<file path="src/rtl/lag_measure_pkg.sv">
// Shared types and sizing helpers for the multi-channel lag measurement block.
package lag_measure_pkg;

  typedef enum logic {
    IDLE  = 1'b0,
    ARMED = 1'b1
  } chan_state_e;

  localparam int unsigned DEF_COUNT_WIDTH = 16;
  localparam int unsigned DEF_AVG_LOG2    = 4;
  localparam int unsigned DEF_SUM_WIDTH   = DEF_COUNT_WIDTH + DEF_AVG_LOG2;

  // Running-sum width: one sample width plus headroom for the whole window.
  function automatic int unsigned sum_width(input int unsigned count_width,
                                            input int unsigned avg_log2);
    return count_width + avg_log2;
  endfunction

endpackage

</file>
<file path="src/rtl/lag_channel.sv">
// One lag-measurement channel: arm/capture FSM, tick counter, min/max and moving average.
// Optional timeout abort is built when LAG_MEASURE_TIMEOUT_EN is defined.
module lag_channel
  import lag_measure_pkg::*;
#(
  parameter int unsigned             COUNT_WIDTH = DEF_COUNT_WIDTH,
  parameter int unsigned             AVG_LOG2    = DEF_AVG_LOG2,
  parameter logic [COUNT_WIDTH-1:0]  TIMEOUT     = 16'd20000
) (
  input  logic                   clock,
  input  logic                   reset,
  input  logic                   tick,
  input  logic                   start,
  input  logic                   clear_stats,
  input  logic                   trigger,
  output logic [COUNT_WIDTH-1:0] current,
  output logic [COUNT_WIDTH-1:0] minimum,
  output logic [COUNT_WIDTH-1:0] maximum,
  output logic [COUNT_WIDTH-1:0] average,
  output logic                   avg_valid,
  output logic                   sample_valid,
  output logic                   timed_out
);

  localparam int unsigned        SUM_WIDTH = sum_width(COUNT_WIDTH, AVG_LOG2);
  localparam int unsigned        DEPTH     = 1 << AVG_LOG2;
  localparam logic [AVG_LOG2:0]  FILL_FULL = (AVG_LOG2 + 1)'(DEPTH);

  chan_state_e                state_q, state_d;
  logic [COUNT_WIDTH-1:0]     count_q, count_d;
  logic [COUNT_WIDTH-1:0]     current_q, current_d;
  logic [COUNT_WIDTH-1:0]     min_q, min_d;
  logic [COUNT_WIDTH-1:0]     max_q, max_d;
  logic [COUNT_WIDTH-1:0]     buf_q [DEPTH];
  logic [COUNT_WIDTH-1:0]     buf_d [DEPTH];
  logic [AVG_LOG2-1:0]        ptr_q, ptr_d;
  logic [SUM_WIDTH-1:0]       sum_q, sum_d;
  logic [AVG_LOG2:0]          fill_q, fill_d;
  logic [COUNT_WIDTH-1:0]     avg_q, avg_d;
  logic                       avg_valid_q, avg_valid_d;
  logic                       sample_q, sample_d;
`ifdef LAG_MEASURE_TIMEOUT_EN
  logic                       timed_out_q, timed_out_d;
`endif

  logic                       capture;
  logic [COUNT_WIDTH-1:0]     base_min, base_max, evicted;
  logic [SUM_WIDTH-1:0]       base_sum;
  logic [AVG_LOG2:0]          base_fill;

  always_comb begin
    state_d     = state_q;
    count_d     = count_q;
    current_d   = current_q;
    min_d       = min_q;
    max_d       = max_q;
    buf_d       = buf_q;
    ptr_d       = ptr_q;
    sum_d       = sum_q;
    fill_d      = fill_q;
    avg_d       = avg_q;
    avg_valid_d = avg_valid_q;
    sample_d    = 1'b0;
`ifdef LAG_MEASURE_TIMEOUT_EN
    timed_out_d = 1'b0;
`endif
    capture     = (state_q == ARMED) && trigger;

    case (state_q)
      IDLE: begin
        if (start) begin
          state_d = ARMED;
          count_d = '0;
        end
      end
      ARMED: begin
        if (start) begin
          count_d = '0;
        end else if (trigger) begin
          state_d = IDLE;
        end
`ifdef LAG_MEASURE_TIMEOUT_EN
        else if (count_q >= TIMEOUT) begin
          state_d     = IDLE;
          timed_out_d = 1'b1;
        end
`endif
        else if (tick && (count_q != '1)) begin
          count_d = count_q + 1'b1;
        end
      end
      default: state_d = IDLE;
    endcase

    // A clear coincident with a capture is applied first, so the capture seeds fresh stats.
    base_min  = clear_stats ? '1 : min_q;
    base_max  = clear_stats ? '0 : max_q;
    base_sum  = clear_stats ? '0 : sum_q;
    base_fill = clear_stats ? '0 : fill_q;
    evicted   = (base_fill == FILL_FULL) ? buf_q[ptr_q] : '0;

    if (clear_stats) begin
      min_d  = '1;
      max_d  = '0;
      sum_d  = '0;
      fill_d = '0;
    end

    if (capture) begin
      current_d    = count_q;
      sample_d     = 1'b1;
      min_d        = (count_q < base_min) ? count_q : base_min;
      max_d        = (count_q > base_max) ? count_q : base_max;
      buf_d[ptr_q] = count_q;
      ptr_d        = ptr_q + 1'b1;
      sum_d        = base_sum + SUM_WIDTH'(count_q) - SUM_WIDTH'(evicted);
      fill_d       = (base_fill == FILL_FULL) ? FILL_FULL : base_fill + 1'b1;
    end

    // Average is registered from the sum stage, one cycle behind the capture.
    if (clear_stats) begin
      avg_d       = '0;
      avg_valid_d = 1'b0;
    end else begin
      avg_valid_d = (fill_q == FILL_FULL);
      avg_d       = (fill_q == FILL_FULL) ? sum_q[SUM_WIDTH-1:AVG_LOG2] : '0;
    end
  end

  always_ff @(posedge clock) begin
    if (reset) begin
      state_q     <= IDLE;
      count_q     <= '0;
      current_q   <= '0;
      min_q       <= '1;
      max_q       <= '0;
      buf_q       <= '{default: '0};
      ptr_q       <= '0;
      sum_q       <= '0;
      fill_q      <= '0;
      avg_q       <= '0;
      avg_valid_q <= 1'b0;
      sample_q    <= 1'b0;
    end else begin
      state_q     <= state_d;
      count_q     <= count_d;
      current_q   <= current_d;
      min_q       <= min_d;
      max_q       <= max_d;
      buf_q       <= buf_d;
      ptr_q       <= ptr_d;
      sum_q       <= sum_d;
      fill_q      <= fill_d;
      avg_q       <= avg_d;
      avg_valid_q <= avg_valid_d;
      sample_q    <= sample_d;
    end
  end

`ifdef LAG_MEASURE_TIMEOUT_EN
  always_ff @(posedge clock) begin
    if (reset) timed_out_q <= 1'b0;
    else       timed_out_q <= timed_out_d;
  end
  assign timed_out = timed_out_q;
`else
  logic unused_timeout;
  assign unused_timeout = ^TIMEOUT;
  assign timed_out      = 1'b0;
`endif

  assign current      = current_q;
  assign minimum      = min_q;
  assign maximum      = max_q;
  assign average      = avg_q;
  assign avg_valid    = avg_valid_q;
  assign sample_valid = sample_q;

endmodule

</file>
<file path="src/rtl/lag_measure_array.sv">
// Multi-channel lag measurement: shared tick prescaler plus CHANNELS lag_channel instances.
// Per-channel timeout is built when LAG_MEASURE_TIMEOUT_EN is defined.
module lag_measure_array
  import lag_measure_pkg::*;
#(
  parameter int unsigned            CHANNELS    = 2,
  parameter int unsigned            COUNT_WIDTH = DEF_COUNT_WIDTH,
  parameter int unsigned            PRESCALE    = 2700,
  parameter int unsigned            AVG_LOG2    = DEF_AVG_LOG2,
  parameter logic [COUNT_WIDTH-1:0] TIMEOUT     = 16'd20000
) (
  input  logic                            clock,
  input  logic                            reset,
  input  logic                            start,
  input  logic                            clear_stats,
  input  logic [CHANNELS-1:0]             sensor_trigger,
  output logic [CHANNELS*COUNT_WIDTH-1:0] current,
  output logic [CHANNELS*COUNT_WIDTH-1:0] minimum,
  output logic [CHANNELS*COUNT_WIDTH-1:0] maximum,
  output logic [CHANNELS*COUNT_WIDTH-1:0] average,
  output logic [CHANNELS-1:0]             avg_valid,
  output logic [CHANNELS-1:0]             sample_valid,
  output logic [CHANNELS-1:0]             timed_out
);

  localparam int unsigned      PW         = (PRESCALE > 1) ? $clog2(PRESCALE) : 1;
  localparam logic [PW-1:0]    PRESC_LAST = PW'(PRESCALE - 1);

  logic [PW-1:0] presc_q, presc_d;
  logic          tick;

  always_comb begin
    tick    = (presc_q == PRESC_LAST);
    presc_d = presc_q + 1'b1;
    if (start || tick) presc_d = '0;
  end

  always_ff @(posedge clock) begin
    if (reset) presc_q <= '0;
    else       presc_q <= presc_d;
  end

  for (genvar i = 0; i < CHANNELS; i++) begin : g_chan
    lag_channel #(
      .COUNT_WIDTH (COUNT_WIDTH),
      .AVG_LOG2    (AVG_LOG2),
      .TIMEOUT     (TIMEOUT)
    ) u_chan (
      .clock        (clock),
      .reset        (reset),
      .tick         (tick),
      .start        (start),
      .clear_stats  (clear_stats),
      .trigger      (sensor_trigger[i]),
      .current      (current[i*COUNT_WIDTH +: COUNT_WIDTH]),
      .minimum      (minimum[i*COUNT_WIDTH +: COUNT_WIDTH]),
      .maximum      (maximum[i*COUNT_WIDTH +: COUNT_WIDTH]),
      .average      (average[i*COUNT_WIDTH +: COUNT_WIDTH]),
      .avg_valid    (avg_valid[i]),
      .sample_valid (sample_valid[i]),
      .timed_out    (timed_out[i])
    );
  end

endmodule
</file>
<file path="config.mk">
export PLATFORM = sky130hd
export DESIGN_NAME = lag_measure_array
export DESIGN_NICKNAME = d
export VERILOG_FILES = /design/src/rtl/lag_measure_pkg.sv /design/src/rtl/lag_channel.sv /design/src/rtl/lag_measure_array.sv
export SDC_FILE = /design/constraint.sdc
export NUM_CORES = 2
export LEC_CHECK = 0
export CORE_AREA = 5 5 216 302
export CTS_CLUSTER_DIAMETER = 80
export DETAILED_ROUTE_END_ITERATION = 8
export DIE_AREA = 0 0 221 307
export PLACE_DENSITY_LB_ADDON = 0.1
export SYNTH_ARGS = -nofsm -noshare
export SYNTH_HDL_FRONTEND = slang
export SYNTH_SLANG_ARGS = --single-unit
</file>
<file path="constraint.sdc">
create_clock -name clock -period 6.2 [get_ports clock]
set_clock_uncertainty 0.2 [all_clocks]
set_input_delay 1.55 -clock clock [delete_from_list [all_inputs] [get_ports clock]]
set_output_delay 1.55 -clock clock [all_outputs]
set_load 0.01 [all_outputs]
</file>
Word-level counts from Yosys, hierarchy flattened. Cells that the tools add are included. Widths: inputs -> output; s select.

Flip-flop bits (word level): 748. Input port bits: 6. Output and inout bits: 134. Logic and storage cells: 160.

$add $sub $neg: 11. Order comparisons: 8. Eq/ne operators: 13. Muxes and demuxes: 54. Bitwise logic cells: 6. Reduce and logical (&&, ||, !) cells: 13.

Operator list (number): $bwmux 256 (2); $mux 16 (27); $bmux 16 s4 (2); $demux 16 s4 (2); $mux 20 (4); $pmux 16 s2 (2); $add 20x16->20 (2); $sub 20x16->20 (2); $add 16x1->16 const B (2); $gt 16x16->1 (2); $lt 16x16->1 (2); $ne 16x16->1 const B (2); $mux 5 (6); $eq 5x5->1 const B (4); $add 12x1->12 const B (1); $eq 12x12->1 const B (1); $ne 3x3->1 const B (4); $add 5x1->5 const B (2); $ge 5x5->1 const B (2); $lt 5x1->1 const B (2); $not 4->5 (2); $add 4x1->4 const B (2); $mux 1 (7); $logic_and 1x1->1 (6); 7 further kinds (15).

Longest topological paths before layout.
Depth after elaboration: 7. Mapped depth: 18. Mapped depth without buffers: 17.

Hierarchy. Synthesis repeated with hierarchy kept, for this count alone.

Cell total of the unflattened synthesis: 4231. Area total of the unflattened synthesis: 35915.7 µm².

By module, submodules not included: lag_channel (g_chan[0].u_chan) (instances 1, cells each 2086, area an instance 17722.0 µm², seq. area each 7367.1 µm²); lag_channel (g_chan[1].u_chan) (instances 1, cells each 2085, area an instance 17635.7 µm², seq. area each 7367.1 µm²); lag_measure_array (instances 1, cells each 60, area an instance 558.0 µm², seq. area each 240.2 µm²).

Worst setup path after synthesis. Ideal clock, no wire load.

Path kind: input-to-reg. Start point: input clear_stats. End point: register g_chan[1].u_chan.sum_q[19]. Library setup time: 0.074 ns. Data arrival time: 5.234 ns. Data required time: 5.926 ns. Setup slack: 0.692 ns. Cell stages on the path: 17. Path buffers: 2. Cells stage by stage: inv_1 > clkbuf_1 > nand2_1 > ha_1 > nand4_1 > clkbuf_1 > nor2b_1 > fa_1 > inv_1 > ha_1 > or3_1 > nor4_2 > o31ai_1 > a31oi_2 > o21ai_1 > mux2_1 > a31oi_1.

Cells in the longest elaborated chain, start to end: 5. Elaborated cells between the ends (all ways): 7. Classes of those cells: add/sub (2); eq/ne (1); mux (4).

RTL lines: from (decl) (RTL line lag_measure_array.sv:15) `input logic clear_stats,`; branches (longest 4 deep; another with $add 20x16->20); $mux 20 * (RTL line lag_channel.sv:109) `if (capture) begin`; to (signal assigned) (RTL line lag_channel.sv:152) `sum_q <= sum_d;`; to (decl) (RTL line lag_channel.sv:37) `logic [SUM_WIDTH-1:0] sum_q, sum_d;`.

Every way passes the cells marked *. A chain may end at the register's enable or synchronous reset.

Worst setup path after layout.
Start point: input clear_stats. End point: register g_chan[0].u_chan.sum_q[19].

Cells in the longest elaborated chain, start to end: 5. Elaborated cells between the ends (all ways): 7. Classes of those cells: add/sub (2); eq/ne (1); mux (4).

RTL lines (RTL line): branches (longest 4 deep; another with $add 20x16->20); $mux 20 * (lag_channel.sv:109); to (signal assigned) (lag_channel.sv:152); to (decl) (lag_channel.sv:37).

Marks and branches as above.

==> results.md <==
| Result | This run | Unit |
|---|---|---|
| Status | complete, no violations | - |
| Combinational share of power | 4.6 | % |
| Worst reg2reg setup slack | 0.78 | ns |
| Seq pwr share | 48.7 | % |
| Crit path max fanout | 30 | - |
| Switching component of the power | 2.25 | mW |
| Vert. Die Dim | 307 | microns |
| Number of distinct standard cells referenced by the synthesized netlist | 67 | - |
| Unrepaired setup endpoints after global routing | false | - |
| Area of the core | 0.0625 | sq mm |
| Horiz. Die Dim | 221 | microns |
| Peak supply drop | 0.235 | mV |
| Areal power density over the cells | 252 | mW/mm^2 |
| GRT Overall Usage | 29.3 | % |
| Hold Path Class | reg -> reg | - |
| Max Clk Rate | 182 | MHz |
| Internal cell power | 7.76 | mW |
| Sum of overflow across all layers after global routing | 0 | - |
| Post CTS Setup Buffer Count | 0 | - |
| Via count of the first global-routing pass | 28,000 | - |
| Post-synthesis cell area | 0.0350 | sq mm |
| Synthesized area per cell | 8.48 | sq um |
| Reg2reg start | g_chan[1].u_chan.ptr_q[0] | - |
| HP Start | g_chan[1].u_chan.buf_q[1] | - |
| Critical path data arrival time | 5.83 | ns |
| Number of flops mapped to enable cells by yosys | 0 | - |
| Post-synthesis to final-layout area growth | 13.3 | % |
| Clock net sink count | 748 | - |
| Fin. Hold Viols | 0 | - |
| Leading cell types by count after synthesis | sky130_fd_sc_hd__nand2_1 (1,246), sky130_fd_sc_hd__dfxtp_1 (748), sky130_fd_sc_hd__a21oi_1 (629) | - |
| Leading cell type by number of instances after synthesis | sky130_fd_sc_hd__nand2_1 | - |
| Initial antenna violation count | 1 | - |
| Setup WS pre-CTS | 0.156 | ns |
| First element of the critical path | clear_stats | - |
| CTS H-Tree Depth | 3 | - |
| Transition time of the tightest slew-check pin | 1.11 | ns |
| Routed vias/inst | 5.72 | - |
| Max Cap Viol | 0 | - |
| Part of the total power dissipated in the clock network | 46.7 | % |
| Detailed Route Iter0 Violations | 2,358 | - |
| Number of clock buffers inserted by TritonCTS | 74 | - |
| Yosys top cell area share | 42.7 | % |
| Clock edge transition at the registers on the reported setup and hold paths | 0.06 | ns |
| Category of the worst setup path launch point | primary input | - |
| Wirelength, routed | 102,000 | microns |
| Per-cell routed wire length | 20.4 | microns |
| Flop and latch count out of synthesis | 748 | - |
| Number of buffers inserted by port buffering | 137 | - |
| Skew-Pair Late Insertion Delay | 0.62 | ns |
| Final antenna-violating net count | 0 | - |
| Crit Path Category | in -> reg | - |
| Post-DP HPWL | 67,900 | microns |
| Top-Level Pins | 140 | - |
| Die area | 0.0678 | sq mm |
| Required time of the critical path | 6.53 | ns |
| First-pass GRT wire length | 159,000 | microns |
| Number of instances in the synthesized netlist | 4,130 | - |
| Pre-Repair DR Iteration Count | 7 | - |
| Number of instances resized during post-cts repair | 0 | - |
| Switching share of total power | 22.4 | % |
| Crit end category | flop | - |
| Crit path time final | 5.49 | ns |
| Clock root cell | sky130_fd_sc_hd__clkbuf_16 | - |
| FFs w/ async S/R, synth | 0 | % |
| CTS tree | built | - |
| Dominant synthesized flop cell | sky130_fd_sc_hd__dfxtp_1 | - |
| Smallest setup slack after layout | 0.708 | ns |
| Initial core utilization | 56.1 | % |
| Largest net degree at the start of global routing | 200 | - |
| Part of the Yosys area used for sequential elements | 42.7 | % |
| # rows | 109 | - |
| Final GP Congestion | 0.932 | - |
| Yosys warning total | 0 | - |
| DRC violations left | 0 | - |
| Largest cells by area after synthesis | sky130_fd_sc_hd__dfxtp_1 (43%), sky130_fd_sc_hd__nand2_1 (13%), sky130_fd_sc_hd__mux4_2 (10%), sky130_fd_sc_hd__a21oi_1 (9.0%), sky130_fd_sc_hd__ha_1 (4.2%) | - |
| Hold_buf cts | 0 | - |
| Period utilization | 88.6 | % |
| End-of-flow core utilization | 63.6 | % |
| P_leak | 14.2 | nW |
| Final net count | 4,296 | - |
| Total number of vias | 28,800 | - |
| Buffers from clock root to sink, at most | 3 | - |
| Final-layout setup total negative slack | 0 | ns |
| Leading area contributor after synthesis | sky130_fd_sc_hd__dfxtp_1 | - |
| Normalized max-slew margin | 26.0 | % |
| Fraction of layout cells with a size suffix above 1 | 9.96 | % |
| Final Setup Violations | 0 | - |
| Number of pins with negative max-slew slack in the final report | 0 | - |
-- logic make-up (layout without fill, tap and decap cells) --
kind of cell	after synthesis	after routing	share of synthesized area (%)
and+or+nand+nor	1741	1741	20.6
AOI/OAI and AO/OA	764	764	11.8
DFF	748	748	42.7
buffers and inverters	425	490	4.70
muxes	226	226	12.2
adders and majority gates	149	149	6.01
xor gates and xnor gates	76	76	1.90
other	1	4	0.0107
-- registers in the layout (all words and copies together) (netlist names) --
signal,flops
g_chan.u_chan.avg_valid,2
g_chan.u_chan.ptr_q,8
g_chan.u_chan.average,32
presc_q,12
g_chan.u_chan.sample_valid,2
g_chan.u_chan.minimum,32
g_chan.u_chan.state_q,2
g_chan.u_chan.maximum,32
g_chan.u_chan.fill_q,10
g_chan.u_chan.count_q,32
g_chan.u_chan.current,32
g_chan.u_chan.sum_q,40
g_chan.u_chan.buf_q,512
-- power by group through the flow --
stage                     Sequential [mW]  Clock, mW  Combinational, mW
after floorplan                      4.96          0              0.342
after global placement               4.98          0              0.457
after detailed placement             4.98          0              0.458
after CTS                            4.88       4.75              0.460
after global routing                 4.88       4.94              0.502
final                                4.88       4.68              0.461
-- layer usage --
metal  vias up  global-route usage [%]  wire, microns
li1      13800                       -              -
met1     13900                    34.3          39400
met2       833                    53.2          52400
met3       207                    3.79           5110
met4         0                    14.4           5520
met5         -                       0              0
-- worst max-delay path: stages --
cell                       delay [ns]
sky130_fd_sc_hd__buf_2           0.23
sky130_fd_sc_hd__inv_2           0.09
sky130_fd_sc_hd__buf_4           0.24
sky130_fd_sc_hd__nand2_1         0.14
sky130_fd_sc_hd__ha_1            0.16
sky130_fd_sc_hd__nand4_1         0.39
sky130_fd_sc_hd__buf_4           0.34
sky130_fd_sc_hd__nor2b_1         0.17
sky130_fd_sc_hd__fa_1            0.44
sky130_fd_sc_hd__inv_1           0.07
sky130_fd_sc_hd__ha_1            0.27
sky130_fd_sc_hd__o21ai_0         0.30
sky130_fd_sc_hd__o211ai_1        0.13
sky130_fd_sc_hd__a31oi_1         0.47
sky130_fd_sc_hd__a211oi_1        0.19
sky130_fd_sc_hd__nor2_1          0.16
sky130_fd_sc_hd__a22oi_1         0.10
sky130_fd_sc_hd__and3_1          0.23
sky130_fd_sc_hd__nor3_1          0.14
-- area by class of cell --
type                       instances  area [sq um]
sequential                       748         15000
tap                              832          1040
fill                            5521         22800
timing repair buffer             241          2230
clock buffer                     112          2250
clock inverter                    19           263
inverter                         118           443
multi-input combinational       2958         18500
antenna                            2          5.00
-- final timing paths --
kind / end / cells after the start
worst max-delay path: g_chan[0].u_chan.sum_q[19] / 19
worst max register to register: g_chan[1].u_chan.sum_q[19] / 15
worst min register to register: g_chan[1].u_chan.buf_q[1] / 2
worst min-delay path: g_chan[1].u_chan.buf_q[1] / 2
-- layout by cell type (no fill, tap or decap), types with 63 or more instances in the layout --
cell	count
sky130_fd_sc_hd__a21oi_1	629
sky130_fd_sc_hd__nor2_1	183
sky130_fd_sc_hd__nand2_1	1246
sky130_fd_sc_hd__nor2b_1	80
sky130_fd_sc_hd__mux2i_1	63
sky130_fd_sc_hd__clkdlybuf4s50_1	135
sky130_fd_sc_hd__buf_4	98
sky130_fd_sc_hd__ha_1	117
sky130_fd_sc_hd__inv_1	116
sky130_fd_sc_hd__mux4_2	160
sky130_fd_sc_hd__clkbuf_16	79
sky130_fd_sc_hd__dfxtp_1	744
-- stage by stage --
stage,area (sq um),power (mW),hold slack [ns],instances
after global routing,39700,10.3,0.266,5028
after CTS,39700,10.1,0.252,5028
after detailed placement,37200,5.44,0.237,4897
after floorplan,35000,5.30,0.221,4131
after global placement,37200,5.44,0.226,4897
final,39700,10.0,0.251,5030
Note: power is estimated with default switching activity, not from simulation.
